**src/rtl/frame_packet_gen_pkg.sv**
```systemverilog
// Shared definitions for the frame/packet stream generator: FSM state
// encoding, TDATA field offsets and the beat-payload packing helper.
package frame_packet_gen_pkg;

    typedef enum logic [1:0] {
        ST_IDLE = 2'd0,
        ST_SEND = 2'd1,
        ST_DONE = 2'd2,
        ST_ERR  = 2'd3
    } state_t;

    // Bit offsets of the payload fields inside the low 64 bits of TDATA
    localparam int FRM_LSB  = 48;
    localparam int PKT_LSB  = 32;
    localparam int BEAT_LSB = 0;

    // Counter pattern the downstream checker expects on every beat
    function automatic logic [63:0] pack_beat(input logic [15:0] frm,
                                              input logic [15:0] pkt,
                                              input logic [31:0] beat);
        logic [63:0] w;
        w = '0;
        w[FRM_LSB  +: 16] = frm;
        w[PKT_LSB  +: 16] = pkt;
        w[BEAT_LSB +: 32] = beat;
        return w;
    endfunction

endpackage

```
**src/rtl/frame_packet_gen_if.sv**
```systemverilog
// AXI4-Stream bundle between the generator (master) and the sink (slave).
interface frame_packet_gen_if #(
    parameter int DW = 256
) ();
    logic [DW-1:0] AXIS_TDATA;
    logic          AXIS_TVALID;
    logic          AXIS_TREADY;
    logic          AXIS_TLAST;
    logic          AXIS_TUSER;

    modport master (
        output AXIS_TDATA, AXIS_TVALID, AXIS_TLAST, AXIS_TUSER,
        input  AXIS_TREADY
    );

    modport slave (
        input  AXIS_TDATA, AXIS_TVALID, AXIS_TLAST, AXIS_TUSER,
        output AXIS_TREADY
    );
endinterface

```
**src/rtl/frame_packet_gen.sv**
```systemverilog
// Frame generator: on each start pulse emits pp_group packets of packet_size
// beats on an AXI4-Stream master, carrying a frame/packet/beat counter payload.
// The configuration is shadowed at start, so mid-frame changes have no effect.
module frame_packet_gen
    import frame_packet_gen_pkg::*;
#(
    parameter int DW = 256
) (
    input  logic        clk,
    input  logic        resetn,
    input  logic [31:0] packet_size,
    input  logic [31:0] pp_group,
    input  logic        start,
    output logic        busy,
    output logic        frame_done,
    output logic        cfg_err,
    output logic [31:0] frame_count,
    frame_packet_gen_if.master axis
);

    state_t      state_q, state_d;
    logic [31:0] psize_q, psize_d;
    logic [31:0] grp_q, grp_d;
    logic [31:0] beat_q, beat_d;
    logic [31:0] pkt_q, pkt_d;
    logic [31:0] frame_cnt_q, frame_cnt_d;

    logic        last_beat;
    logic        last_pkt;
    logic        hs;

    // Beat/packet end detection against the shadowed configuration
    always_comb begin
        last_beat = (beat_q == psize_q - 32'd1);
        last_pkt  = (pkt_q  == grp_q   - 32'd1);
        hs        = (state_q == ST_SEND) && axis.AXIS_TREADY;
    end

    // Next-state and counter updates; everything holds unless a case changes it
    always_comb begin
        state_d     = state_q;
        psize_d     = psize_q;
        grp_d       = grp_q;
        beat_d      = beat_q;
        pkt_d       = pkt_q;
        frame_cnt_d = frame_cnt_q;
        unique case (state_q)
            ST_IDLE: begin
                if (start) begin
                    psize_d = packet_size;
                    grp_d   = pp_group;
                    beat_d  = '0;
                    pkt_d   = '0;
                    state_d = (packet_size == '0 || pp_group == '0) ? ST_ERR : ST_SEND;
                end
            end
            ST_SEND: begin
                if (hs) begin
                    if (last_beat) begin
                        beat_d = '0;
                        pkt_d  = pkt_q + 32'd1;
                        if (last_pkt) begin
                            state_d = ST_DONE;
                        end
                    end else begin
                        beat_d = beat_q + 32'd1;
                    end
                end
            end
            ST_DONE: begin
                frame_cnt_d = frame_cnt_q + 32'd1;
                state_d     = ST_IDLE;
            end
            ST_ERR: begin
                state_d = ST_IDLE;
            end
            default: state_d = ST_IDLE;
        endcase
    end

    // State and counter registers; reset forces IDLE so TVALID drops immediately
    always_ff @(posedge clk or negedge resetn) begin
        if (!resetn) begin
            state_q     <= ST_IDLE;
            psize_q     <= '0;
            grp_q       <= '0;
            beat_q      <= '0;
            pkt_q       <= '0;
            frame_cnt_q <= '0;
        end else begin
            state_q     <= state_d;
            psize_q     <= psize_d;
            grp_q       <= grp_d;
            beat_q      <= beat_d;
            pkt_q       <= pkt_d;
            frame_cnt_q <= frame_cnt_d;
        end
    end

    // Stream outputs derive only from registers, so they hold steady while stalled
    assign axis.AXIS_TVALID = (state_q == ST_SEND);
    assign axis.AXIS_TLAST  = (state_q == ST_SEND) && last_beat;
    assign axis.AXIS_TUSER  = (state_q == ST_SEND) && (beat_q == '0) && (pkt_q == '0);
    assign axis.AXIS_TDATA  = DW'(pack_beat(frame_cnt_q[15:0], pkt_q[15:0], beat_q));

    assign busy        = (state_q != ST_IDLE);
    assign frame_done  = (state_q == ST_DONE) || (state_q == ST_ERR);
    assign cfg_err     = (state_q == ST_ERR);
    assign frame_count = frame_cnt_q;

endmodule

```
**src/flat_wrapper.sv**
```systemverilog
// flat-port wrapper written by rule: the top's interface ports become plain ports
module frame_packet_gen_flat import frame_packet_gen_pkg::*;
#(
    parameter int DW = 256
)
  (clk, resetn, packet_size, pp_group, start, busy, frame_done, cfg_err, frame_count, axis_AXIS_TDATA, axis_AXIS_TVALID, axis_AXIS_TLAST, axis_AXIS_TUSER, axis_AXIS_TREADY);
  frame_packet_gen_if #(.DW(DW)) axis_i ();
  input  logic clk;
  input  logic resetn;
  input  logic [31:0] packet_size;
  input  logic [31:0] pp_group;
  input  logic start;
  output logic busy;
  output logic frame_done;
  output logic cfg_err;
  output logic [31:0] frame_count;
  output wire logic [$bits(axis_i.AXIS_TDATA)-1:0] axis_AXIS_TDATA;
  output wire logic [$bits(axis_i.AXIS_TVALID)-1:0] axis_AXIS_TVALID;
  output wire logic [$bits(axis_i.AXIS_TLAST)-1:0] axis_AXIS_TLAST;
  output wire logic [$bits(axis_i.AXIS_TUSER)-1:0] axis_AXIS_TUSER;
  input wire logic [$bits(axis_i.AXIS_TREADY)-1:0] axis_AXIS_TREADY;
  assign axis_AXIS_TDATA = axis_i.AXIS_TDATA;
  assign axis_AXIS_TVALID = axis_i.AXIS_TVALID;
  assign axis_AXIS_TLAST = axis_i.AXIS_TLAST;
  assign axis_AXIS_TUSER = axis_i.AXIS_TUSER;
  assign axis_i.AXIS_TREADY = axis_AXIS_TREADY;
  frame_packet_gen #(.DW(DW)) u_core (.clk(clk), .resetn(resetn), .packet_size(packet_size), .pp_group(pp_group), .start(start), .busy(busy), .frame_done(frame_done), .cfg_err(cfg_err), .frame_count(frame_count), .axis(axis_i));
endmodule
```
**config.mk**
```make
export PLATFORM = sky130hd
export DESIGN_NAME = frame_packet_gen_flat
export DESIGN_NICKNAME = d
export VERILOG_FILES = /design/src/rtl/frame_packet_gen_pkg.sv /design/src/rtl/frame_packet_gen_if.sv /design/src/rtl/frame_packet_gen.sv /design/src/flat_wrapper.sv
export SDC_FILE = /design/constraint.sdc
export NUM_CORES = 1
export LEC_CHECK = 0
export ABC_CLOCK_PERIOD_IN_PS = 7700
export CORE_MARGIN = 2
export CORE_UTILIZATION = 52
export DETAILED_ROUTE_END_ITERATION = 8
export PLACE_DENSITY = 0.95
export REMOVE_ABC_BUFFERS = 1
export SLEW_MARGIN = 0
export SYNTH_ARGS = -nofsm -noshare
export SYNTH_HDL_FRONTEND = slang
export SYNTH_SLANG_ARGS = --single-unit
export TNS_END_PERCENT = 20
```
**constraint.sdc**
```tcl
create_clock -name clk -period 7.7 [get_ports clk]
set_input_delay 1.54 -clock clk [delete_from_list [all_inputs] [get_ports clk]]
set_output_delay 1.54 -clock clk [all_outputs]
set_load 0.02 [all_outputs]
```
==> key figures <==
Run status
  • Status: finished, final reports clean

Die
  • I/O pin total: 362
  • Chip Height: 154 um
  • Initial Util: 53.3%
  • Row count: 54
  • Area of the die: 23,700 um^2
  • Core area: 22,000 um^2
  • Die width: 154 um

Layout
  • # fillers: 1,873
  • Most frequent cells in the layout: 253 x nand2_1, 192 x conb_1, 168 x clkdlybuf4s50_1, 162 x dfrtp_1, 80 x nor2_1
  • Core Util, Final: 60.1%
  • Synthesis-to-layout area growth: 12.7%
  • Layout cells sized above 1: under 10%
  • Design Area, Final: 13,200 um^2
  • Most common cell after layout, fill and taps aside: nand2_1
  • Final nets: 1,594

Synthesis
  • Distinct cell type count after synthesis: 69
  • Synth Cell Area: 11,700 um^2
  • Syn. warnings: 0
  • Synth Flop Type: dfrtp_1
  • Flops & latches, synth: 162
  • Sequential area share after synthesis: 34.6%
  • Syn avg cell area: 8.28 um^2
  • Share of flip-flops with an asynchronous set or reset: 100%
  • EDFF count, synth: 0
  • Cells after synthesis: 1,414

GRT
  • Vias in the first global route: 9,254
  • Global-route wire length before repair: 48,100 um
  • Initial antenna violation count: 0
  • Largest net degree at the start of global routing: 107
  • Total gr overflow: 0
  • GRT Overall Usage: 25.3%

Timing
  • Maximum clock rate: 158 MHz
  • Slew headroom: 21.7%
  • Final critical-path setup slack: 1.38 ns
  • Setup TNS: 0 ns
  • Final count of hold timing violations: 0
  • Crit path time final: 6.32 ns
  • Worst Tran Pin Value: 1.17 ns
  • Final Skew: 0.00751 ns
  • Max-slew violation count: 0
  • Final period utilization: between 80% and 90%
  • Final setup vio count: 0
  • RSZ-0062 raised after global routing: no

Power
  • Internal: 1.44 mW
  • Clock power frac: 39.2%
  • Seq pwr share: 44.1%
  • Leakage: 5.83 nW
  • Max VDD drop: 105 uV
  • Switching power total: 698 uW
  • Combinational Power Share: 16.6%
  • Net Sw Frac: 32.6%
  • PwrDens: 162 nW/um^2

Route
  • Iteration-0 DRC Markers: 868
  • Via count: 10,249
  • Drt total wl: 30,800 um
  • Drc violations: 0
  • Wire per inst: 17.0 um
  • Final ANT Viol Nets: 0
  • Total iterations of the first detailed-routing run: 5
  • Via density: 5.65

Place
  • Setup WS pre-CTS: around 1.9 ns
  • DPL Wire Length: around 23,000 um
  • Routability cong.: 0.970
  • IO Port Bufs: 169
  • DP Area: between 10,000 and 15,000 um^2

CTS
  • CTS buffer count: 17
  • TritonCTS clock tree: built
  • Worst skew pair latency: 0.43 ns
  • # Post-CTS Setup Buffers: 0
  • Root Driver: clkbuf_16
  • Number of H-tree levels: 4
  • Clock Sinks: ~160
  • Post-CTS resize count: 0
  • Hold_buf cts: 0
  • Clock-pin transition on the worst setup and hold timing paths: 0.07 ns
  • Largest buffer count on any clock path: 2

Setup path
  • WP data required: between 6 and 7 ns
  • Startpoint Class: register
  • CP max FO: 6
  • Endpoint class of the critical path: output port
  • CP Class: reg -> out
  • Crit path DAT: 4.78 ns

Hold path
  • Hold Crit Class: reg -> reg

Run
  • Max Cap Viol: 0
per-layer routing:
layer | wire length, um | vias to the layer above | GRT usage [%]
met1 | 12600 | 4917 | 32.8
li1 | - | 4681 | -
met3 | 2610 | 63 | 4.93
met2 | 14800 | 588 | 42.3
met5 | 0 | - | 0
met4 | 789 | 0 | 8.99
synthesized netlist by cell type, types with 28 or more instances:
cell	number	area share, %
buf_4	224	14
nand4_1	36	1.9
nor3_1	31	1.3
nand3_1	52	2.2
or3_1	28	1.5
nor4_1	47	2.5
clkbuf_1	45	1.4
dfrtp_1	162	35
o21ai_0	45	1.9
nor2_1	81	2.6
xor2_1	60	4.5
nand2_1	254	8.1
xnor2_1	68	5.1
worst paths after layout:
kind,from,end,slack [ns],cells after the start
min,u_core.frame_count[31],u_core.frame_count[31],0.47,1
max in group asynchronous,resetn,u_core.frame_count[5],5.18,2
max,u_core.psize_q[0],axis_AXIS_TLAST,1.38,10
max reg2reg,u_core.psize_q[0],u_core.beat_q[11],2.32,11
min in group asynchronous,resetn,u_core.beat_q[29],1.20,1
min reg2reg,u_core.frame_count[31],u_core.frame_count[31],0.47,1
state kept, by name, summed over array words and instances, names as in the netlist:
name / cells
u_core.state_q: 2
u_core.psize_q: 32
u_core.pkt_q: 32
u_core.frame_count: 32
u_core.beat_q: 32
u_core.grp_q: 32
layout make-up:
| type | count | area, um^2 | share of cell area (%) |
|---|---|---|---|
| Clock inverter | 14 | 148 | 1.12 |
| Clock buffer | 18 | 439 | 3.33 |
| Timing Repair Buffer | 175 | 1740 | 13.2 |
| Tap cell | 280 | 350 | 2.66 |
| Sequential cell | 162 | 4050 | 30.7 |
| Multi-Input combinational cell | 1138 | 6360 | 48.2 |
| Inverter | 25 | 93.8 | 0.712 |
| Antenna cell | 1 | 2.50 | 0.0190 |
power groups by stage:
| stage | Clock [mW] | Combinational [mW] | Sequential (mW) |
|---|---|---|---|
| floorplan | 0 | 0.217 | 0.954 |
| finish | 0.841 | 0.357 | 0.945 |
| global placement | 0 | 0.345 | 0.955 |
| CTS | 0.849 | 0.354 | 0.943 |
| global route | 0.887 | 0.387 | 0.950 |
| detailed placement | 0 | 0.352 | 0.957 |
critical path: stages, from the launching register on:
cell,delay (ns)
dfrtp_1,0.43
inv_1,0.10
ha_1,0.20
nor3b_1,0.69
nand4_1,0.45
or4_1,0.60
xnor2_1,0.16
or4_4,0.52
nor4_2,0.28
and3_1,0.27
clkdlybuf4s50_1,0.63
logic make-up after synthesis:
group	count (synthesis)	share of synthesized area, %
AND/OR/NAND/NOR	656	28.7
adder cells (fa/ha/maj)	7	0.748
other	1	0.0320
multiplexers	17	1.51
flip-flops	162	34.6
XOR/XNOR	129	9.77
AO/OA/AOI/OAI	137	7.37
buffers and inverters	305	17.2
through the flow:
stage               hold slack (ns)  std cells  total power, mW
floorplan                     0.467       1325             1.17
global placement              0.456       1780             1.30
detailed placement            0.463       1780             1.31
CTS                           0.477       1812             2.15
global route                  0.501       1812             2.22
finish                        0.474       1813             2.14
No activity file was read; power rests on OpenSTA's default activity.
